## src/rtl/microtile_arb_pkg.sv

```systemverilog
// Shared types and limits for the microtile request arbiter.
package microtile_arb_pkg;
  localparam int ARB_MAX_N = 8;

  typedef enum logic {FIXED = 1'b0, RR = 1'b1} arb_mode_e;
  typedef enum logic {IDLE = 1'b0, OWNED = 1'b1} arb_state_e;
endpackage

```

## src/rtl/arb_rotate_pick.sv

```systemverilog
// Circular first-set search over req & mask, starting at 'start' and wrapping N_REQ-1 -> 0.
module arb_rotate_pick #(
  parameter int N_REQ = 4,
  parameter int ID_W  = $clog2(N_REQ)
) (
  input  logic [N_REQ-1:0] req,
  input  logic [N_REQ-1:0] mask,
  input  logic [ID_W-1:0]  start,
  output logic             found,
  output logic [ID_W-1:0]  winner
);
  logic [N_REQ-1:0] cand;
  assign cand = req & mask;

  // Walk offsets from farthest to nearest so the nearest hit is the last write.
  always_comb begin
    int idx;
    found  = 1'b0;
    winner = '0;
    idx    = 0;
    for (int k = N_REQ - 1; k >= 0; k--) begin
      idx = int'(start) + k;
      if (idx >= N_REQ) idx = idx - N_REQ;
      if (cand[ID_W'(idx)]) begin
        found  = 1'b1;
        winner = ID_W'(idx);
      end
    end
  end
endmodule

```

## src/rtl/microtile_arbiter.sv

```systemverilog
// Registered N-channel arbiter: fixed-priority or round-robin, grant locking, optional hold limit.
module microtile_arbiter
  import microtile_arb_pkg::*;
#(
  parameter int N_REQ    = 4,
  parameter int MAX_HOLD = 0,
  parameter int ID_W     = $clog2(N_REQ)
) (
  input  logic             clk,
  input  logic             rst,
  input  logic [N_REQ-1:0] req,
  input  logic             mode,
  input  logic [ID_W-1:0]  prio_sel,
  output logic [N_REQ-1:0] gnt,
  output logic             gnt_valid,
  output logic [ID_W-1:0]  gnt_id
);
  localparam int HC_W = (MAX_HOLD > 1) ? $clog2(MAX_HOLD) : 1;
  localparam logic [HC_W-1:0] HOLD_LAST = HC_W'((MAX_HOLD > 0) ? MAX_HOLD - 1 : 0);

  arb_state_e       state_q, state_d;
  logic [ID_W-1:0]  id_d, rr_q, rr_d, start, winner;
  logic [HC_W-1:0]  hold_q, hold_d;
  logic [N_REQ-1:0] mask, gnt_d;
  logic             found, own_req, at_limit, forced;

  assign start    = (arb_mode_e'(mode) == RR) ? rr_q
                  : ((int'(prio_sel) < N_REQ) ? prio_sel : '0);
  assign own_req  = (state_q == OWNED) && req[gnt_id];
  assign at_limit = (MAX_HOLD != 0) && (hold_q == HOLD_LAST);
  assign forced   = own_req && at_limit;
  // On a forced release the owner is excluded so any other requester wins first.
  assign mask     = forced ? ~(N_REQ'(1) << gnt_id) : '1;

  arb_rotate_pick #(.N_REQ(N_REQ), .ID_W(ID_W)) u_pick (
    .req    (req),
    .mask   (mask),
    .start  (start),
    .found  (found),
    .winner (winner)
  );

  always_ff @(posedge clk) begin
    if (rst) begin
      state_q   <= IDLE;
      rr_q      <= '0;
      hold_q    <= '0;
      gnt       <= '0;
      gnt_valid <= 1'b0;
      gnt_id    <= '0;
    end else begin
      state_q   <= state_d;
      rr_q      <= rr_d;
      hold_q    <= hold_d;
      gnt       <= gnt_d;
      gnt_valid <= (state_d == OWNED);
      gnt_id    <= id_d;
    end
  end

  always_comb begin
    state_d = state_q;
    id_d    = gnt_id;
    rr_d    = rr_q;
    hold_d  = hold_q;
    if (own_req && !at_limit) begin
      if (hold_q != '1) hold_d = hold_q + 1'b1;
    end else if (found) begin
      state_d = OWNED;
      id_d    = winner;
      hold_d  = '0;
      rr_d    = (winner == ID_W'(N_REQ - 1)) ? '0 : winner + 1'b1;
    end else if (!own_req) begin
      // Owner gone and nobody else asking; a saturated forced hold falls through unchanged.
      state_d = IDLE;
    end
  end

  always_comb begin
    gnt_d = '0;
    if (state_d == OWNED) gnt_d[id_d] = 1'b1;
  end
endmodule

```

## config.mk

```make
export PLATFORM = sky130hd
export DESIGN_NAME = microtile_arbiter
export DESIGN_NICKNAME = d
export VERILOG_FILES = /design/src/rtl/microtile_arb_pkg.sv /design/src/rtl/arb_rotate_pick.sv /design/src/rtl/microtile_arbiter.sv
export SDC_FILE = /design/constraint.sdc
export NUM_CORES = 1
export LEC_CHECK = 0
export CAP_MARGIN = 40
export CORE_MARGIN = 2
export CORE_UTILIZATION = 45
export CTS_CLUSTER_SIZE = 12
export DETAILED_ROUTE_END_ITERATION = 12
export PLACE_DENSITY = 0.79
export SYNTH_ARGS = -nofsm -noshare
export SYNTH_HDL_FRONTEND = slang
export SYNTH_HIERARCHICAL = 1
export SYNTH_SLANG_ARGS = --single-unit
```

## constraint.sdc

```tcl
create_clock -name clk -period 2.45 [get_ports clk]
set_input_delay 0.6125 -clock clk [delete_from_list [all_inputs] [get_ports clk]]
set_output_delay 0.6125 -clock clk [all_outputs]
set_load 0.005 [all_outputs]
```

* After elaboration in Yosys (flattened, before gate mapping)
Cells that the tools add are included.
** Word-level totals
- Flip-flop bits (word level) :: 9
- Input port bits :: 9
- Word-level logic and storage cells :: 64
** Cells by class
- Add/sub/neg operators :: 8
- Magnitude comparators :: 11
- Eq/ne operators :: 1
- Multiplexer cells :: 34
- Bitwise operators :: 2
- Reductions and logical operators :: 4
** Operators by type and width (number)
- two-way mux 2 bit :: 12
- less-than comparator 2 x 4 -> 1 bit, second input constant :: 4
- two-way mux 1 bit :: 16
- binary-select mux 1 bit (select 2 bit) :: 5
- >= comparator 3 bit, second input constant :: 3
- subtractor 2 x 1 -> 2 bit, second input constant :: 4
- adder 2 x 2 -> 3 bit, second input constant :: 2
- less-than comparator 2 x 3 -> 1 bit, second input constant :: 2
- adder 2 x 1 -> 3 bit, second input constant :: 1
- >= comparator 2 x 3 -> 1 bit, second input constant :: 1
- adder 2 x 1 -> 2 bit, second input constant :: 1
- demux 1 bit (select 2 bit) :: 1
- == test 2 bit, second input constant :: 1
- >= comparator 2 x 1 -> 1 bit, second input constant :: 1
- logical AND 1 bit :: 2
- NOT 1 bit :: 2
- AND reduction 2 bit :: 1
- OR reduction 2 bit :: 1

* Depth between registers and ports, before layout
- Depth in word-level cells :: 17
- Depth in mapped cells :: 8
- Depth with buffers taken out :: 8

* By module
The synthesis kept the hierarchy.
** By module, submodules not included
- microtile_arbiter :: instances 1, cells each 55, area each 498.0 sq um
- arb_rotate_pick :: instances 1, cells each 16, area each 97.6 sq um

* Least setup slack after synthesis
Ideal clock, no wire load.
- Path type :: input port to flip-flop
- Start :: input port mode
- End :: register gnt[1]
- Arrival time :: 2.230 ns
- Path slack :: 0.150 ns
- Cell stages on the path :: 8
- Cells stage by stage :: mux2_2 nand3_1 a32oi_1 nor4_1 nand2b_1 nand3_1 a21o_2 a21oi_1
** Between the ends
- Cells in the longest elaborated chain, start to end :: 17
- Elaborated cells on any way between the ends :: 47
- Those cells by class :: add/sub (7); order compare (6); mux (31); bitwise (1); reduce/logical (2)
** RTL lines
- from (decl) :: RTL line microtile_arbiter.sv:12 : input logic mode,
- two-way mux 2 bit (*) :: RTL line microtile_arbiter.sv:27 : assign start = (arb_mode_e'(mode) == RR) ? rr_q
- adder 2 x 2 -> 3 bit :: RTL line arb_rotate_pick.sv:22 : idx = int'(start) + k;
- >= comparator 3 bit or subtractor 2 x 1 -> 2 bit (tied branches) :: RTL line arb_rotate_pick.sv:23 : if (idx >= N_REQ) idx = idx - N_REQ;
- two-way mux 2 bit :: RTL line arb_rotate_pick.sv:23
- binary-select mux 1 bit (select 2 bit) :: RTL line arb_rotate_pick.sv:24 : if (cand[ID_W'(idx)]) begin
- two-way mux 1 bit (implied by the code) (2 in series) :: RTL line arb_rotate_pick.sv:24
- two-way mux 2 bit (3 in series) :: RTL line arb_rotate_pick.sv:24
- two-way mux 2 bit (*) :: RTL line arb_rotate_pick.sv:24
- named net winner[0] :: RTL line microtile_arbiter.sv:22 : logic [ID_W-1:0] id_d, rr_q, rr_d, start, winner;
- two-way mux 2 bit (*) :: RTL line microtile_arbiter.sv:68 : end else if (found) begin
- two-way mux 2 bit (*) :: RTL line microtile_arbiter.sv:66 : if (own_req && !at_limit) begin
- less-than comparator 2 x 3 -> 1 bit (implied by the code) or >= comparator 2 x 1 -> 1 bit (tied branches) :: RTL line microtile_arbiter.sv:81 : if (state_d == OWNED) gnt_d[id_d] = 1'b1;
- logical AND 1 bit (implied by the code) :: RTL line microtile_arbiter.sv:81
- two-way mux 1 bit (implied by the code) :: RTL line microtile_arbiter.sv:81
- demux 1 bit (select 2 bit) (*) :: RTL line microtile_arbiter.sv:81
- to (signal assigned) :: RTL line microtile_arbiter.sv:55 : gnt <= gnt_d;
- to (decl) :: RTL line microtile_arbiter.sv:14 : output logic [N_REQ-1:0] gnt,
Mark *: on every way through the listed nets, which the timed path passes. The rest lies on a longest branch. The select of a mux whose other input is x is not followed.
A chain may end at the register's enable or synchronous reset.

* Final worst setup path
- Start :: input port prio_sel[1]
- End :: register gnt[1]
** Between the ends
- Cells in the longest elaborated chain, start to end :: 17
- Elaborated cells on any way between the ends :: 47
- Those cells by class :: add/sub (7); order compare (6); mux (31); bitwise (1); reduce/logical (2)
** RTL lines
- from (decl) :: RTL line microtile_arbiter.sv:13 : input logic [ID_W-1:0] prio_sel,
- two-way mux 2 bit (*) :: RTL line microtile_arbiter.sv:27
- named net start[1] :: RTL line microtile_arbiter.sv:22
- adder 2 x 2 -> 3 bit :: RTL line arb_rotate_pick.sv:22
- >= comparator 3 bit or subtractor 2 x 1 -> 2 bit (tied branches) :: RTL line arb_rotate_pick.sv:23
- two-way mux 2 bit :: RTL line arb_rotate_pick.sv:23
- binary-select mux 1 bit (select 2 bit) :: RTL line arb_rotate_pick.sv:24
- two-way mux 1 bit (implied by the code) (2 in series) :: RTL line arb_rotate_pick.sv:24
- two-way mux 2 bit (3 in series) :: RTL line arb_rotate_pick.sv:24
- two-way mux 2 bit (*) :: RTL line arb_rotate_pick.sv:24
- named net winner[0] :: RTL line microtile_arbiter.sv:22
- two-way mux 2 bit (*) :: RTL line microtile_arbiter.sv:68
- two-way mux 2 bit (*) :: RTL line microtile_arbiter.sv:66
- less-than comparator 2 x 3 -> 1 bit (implied by the code) or >= comparator 2 x 1 -> 1 bit (tied branches) :: RTL line microtile_arbiter.sv:81
- logical AND 1 bit (implied by the code) :: RTL line microtile_arbiter.sv:81
- two-way mux 1 bit (implied by the code) :: RTL line microtile_arbiter.sv:81
- demux 1 bit (select 2 bit) (*) :: RTL line microtile_arbiter.sv:81
Marks and branches as above.

==> results.sh <==
export IMPL_drt_pass1_iter_count=4
export IMPL_timing_clock_skew_ps=6.96
export IMPL_finalNetCount=113
export IMPL_timing_setup_tns_ps=0
export IMPL_largest_family_of_logic_cells_by_synthesized_area="simple AND/OR/NAND/NOR gates"
export IMPL_detailroute_via_count=582
export IMPL_finalHoldViolCount=0
export IMPL_p_seq_share_pct=39.8
export IMPL_hpwl_after_detailed_placement_mm=1.01
export IMPL_path_cells="clkdlybuf4s50_1 > mux2_4 > nand3_1 > a32oi_1 > nor4_1 > buf_4 > nand2b_1 > nand3_1 > a21o_2 > a21oi_2"
export IMPL_worst_path_max_fanout=5
export IMPL_routed_wirelength_mm=1.23
export IMPL_cts_root_buffer_cell="clkbuf_4"
export IMPL_synth_mux_area_fraction_pct=13.0
export IMPL_layout_cells_most_common_list="clkdlybuf4s50_1 (14), dfxtp_1 (9), conb_1 (9), nand2_1 (7), nor2_1 (7)"
export IMPL_die_area_um2=1630
export IMPL_critical_path_reg2reg_startpoint="rr_q[1]"
export IMPL_place_inst=113
export IMPL_most_frequent_standard_cell_in_the_layout_excluding_fill_and_tap_cells="clkdlybuf4s50_1"
export IMPL_synth_edf_count=0
export IMPL_outcome="finished, final reports clean"
export IMPL_die_width_um=40.4
export IMPL_starting_density_pct=46.9
export IMPL_numCtsBuffers=3
export IMPL_worst_r2r_endpoint="gnt[1]"
export IMPL_core_rowCount=13
export IMPL_fmaxAchievable_mhz=438
export IMPL_first_iter_violations=12
export IMPL_wire_per_inst_um=10.5
export IMPL_holdWs_ps=472
export IMPL_global_route_wire_length_before_repair_mm=1.96
export IMPL_cellInternalPower_w=0.000307
export IMPL_worstHoldPathCells=2
export IMPL_number_of_global_route_vias_before_repair=477
export IMPL_cp_slowest_cell="clkdlybuf4s50_1"
export IMPL_tritoncts="done"
export IMPL_crit_path_frequent_cell="nand3_1"
export IMPL_final_cells=117
export IMPL_share_of_flip_flops_with_an_asynchronous_set_or_reset_after_synthesis_pct=0
export IMPL_clock_sinks=9
export IMPL_postSynthCellCount=71
export IMPL_proportion_of_synthesized_chip_area_in_sequential_cells_pct=30.3
export IMPL_maxCapViolations=0
export IMPL_dr_vias_cell=4.97
export IMPL_grt_start_max_net_pins=10
export IMPL_min_path_type="reg -> reg"
export IMPL_post_synth_num_cell_types=35
export IMPL_grt_setup_unrepaired="false"
export IMPL_fin_crit_sh_pct=93.1
export IMPL_worst_r2r_path_depth=9
export IMPL_floorplan_core_area_um2=1270
export IMPL_share_comb_of_total_power_pct=34.6
export IMPL_cts_max_level=1
export IMPL_minimum_clock_period_after_layout_ps=2280
export IMPL_switchingPower_w=0.000127
export IMPL_syn_to_layout_area_delta_pct=43.9
export IMPL_postCtsSetupRepairBufs=0
export IMPL_holdPathEnd="rr_q[0]"
export IMPL_post_synth_top_area_fraction_pct=30.3
export IMPL_setup_reg_to_reg_worst_slack_ps=630
export IMPL_setup_viol=0
export IMPL_groute_usage_overall_pct=18.0
export IMPL_vdd_ir_drop_worst_mv=0.305
export IMPL_final_layout_size_suffix_gt1_share_pct=18.6
export IMPL_synth_fa_ha_area_share_pct=2.10
export IMPL_leakage_nw=0.380
export IMPL_drtAntennaViolNets=0
export IMPL_n_antenna_cell=0
export IMPL_maxSlewViolCount=0
export IMPL_cts_path_max_buffers=2
export IMPL_yosys_most_used_dff="dfxtp_1"
export IMPL_grt_overflow_total=0
export IMPL_chipHeight_um=40.4
export IMPL_post_cts_hold_buffer_count=0
export IMPL_synth_largest_area_cell="dfxtp_1"
export IMPL_hold_start="rr_q[0]"
export IMPL_critPathLaunchType="input pin"
export IMPL_i_o_pin_total=16
export IMPL_clkSlewWorstSetupHoldPaths_ps=60
export IMPL_post_synthesis_compound_gate_area_fraction_pct=23.9
export IMPL_cp_data_required_time_ps=2640
export IMPL_antenna_violations_before_repair=0
export IMPL_syn_mean_instance_area_um2=8.39
export IMPL_powerDensity_nw_per_um2=506
export IMPL_synth_xor_xnor_area_share_pct=0
export IMPL_crit_path_max_incr_delay_ps=390
export IMPL_post_route_drc_count=0
export IMPL_ys_ff_latch=9
export IMPL_power_total_w=0.000434
export IMPL_numPortBuffers=15
export IMPL_synth_simple_gate_area_share_pct=27.5
export IMPL_cp_end_kind="register"
export IMPL_clock_power_share_pct=25.6
export IMPL_setup_worst_path_class="in -> reg"
export IMPL_synth_warn=6
export IMPL_p_sw_share_pct=29.2
export IMPL_routability_congestion_estimate_from_global_placement=0.881
export IMPL_syn_cell_area_um2=596
export IMPL_insertion_delay_ps=250
export IMPL_post_synth_main_area_contributors="dfxtp_1 (30%), mux2_2 (5.7%), a21oi_1 (5.0%), mux2i_1 (5.0%), nand2_1 (4.4%)"
export IMPL_critical_path_arrival_ps=2470
stage by stage:
stage | setup slack (ps) | utilization, % | cell area (um2)
2_1_floorplan | 150 | - | 626
3_3_place_gp | -292 | 64.7 | 821
3_5_place_dp | -367 | 64.7 | 821
4_1_cts | 40.9 | 67.1 | 851
5_1_grt | 29.9 | 67.6 | 857
6_report | 168 | 67.6 | 857
synthesized netlist by cell type, drive strengths merged (2+ instances only):
library cell,number
mux2,3
a21o,3
nand2,7
mux2i,4
a21oi,6
nand4,2
o21ai,2
a22oi,2
dfxtp,9
nor3,2
nand3,3
nand2b,2
nor2,7
and3,2
per-layer routing:
| layer | track usage (%) | routed length (um) |
|---|---|---|
| met3 | 6.67 | 60 |
| met5 | 0 | 0 |
| met1 | 24.6 | 640 |
| met2 | 28.6 | 525 |
| met4 | 0 | 0 |
registers in the layout (all words and copies together) (netlist names):
name / cells
gnt: 4
state_q: 1
rr_q: 2
gnt_id: 2
power by group through the flow:
stage,combinational [W],clock (W),sequential (W)
final,0.000150,0.000111,0.000172
after global routing,0.000168,0.000123,0.000175
after CTS,0.000148,0.000116,0.000173
after detailed placement,0.000146,0,0.000176
after global placement,0.000145,0,0.000175
after floorplan,0.0000879,0,0.000172
logic make-up after synthesis:
group | count (synthesis)
simple gates | 32
compound gates | 19
flops | 9
mux | 7
buf+inv | 2
fa+ha+maj | 1
other cells | 1
critical path, delay by kind of cell:
kind | cells | cell delay [ps]
buffers and inverters | 2 | 550
AND/OR/NAND/NOR | 4 | 530
AO/OA/AOI/OAI | 3 | 480
multiplexers | 1 | 300
how the worst max path moves through the flow:
stage                 from  endpoint  slack, ps  depth (start not counted)
2_1_floorplan         mode    gnt[1]        150                          8
3_3_place_gp          mode    gnt[2]       -290                         10
3_5_place_dp          mode    gnt[1]       -370                         10
4_1_cts               mode    gnt[1]         40                         10
5_1_grt        prio_sel[1]    gnt[1]         30                         10
6_report       prio_sel[1]    gnt[1]        170                         10
area by class of cell:
cell class / instances / area [um2]
Tap cell: 15 / 18.8
Multi-Input combinational cell: 68 / 438
Clock buffer: 4 / 26.3
Sequential cell: 9 / 180
Timing Repair Buffer: 20 / 190
Fill cell: 107 / 412
Inverter: 1 / 3.75
timing repair:
action                     CTS  global route
setup endpoints to repair    4             5
gates resized for setup      1             3
pin swaps                    2             1
Note: power is estimated with default switching activity, not from simulation.
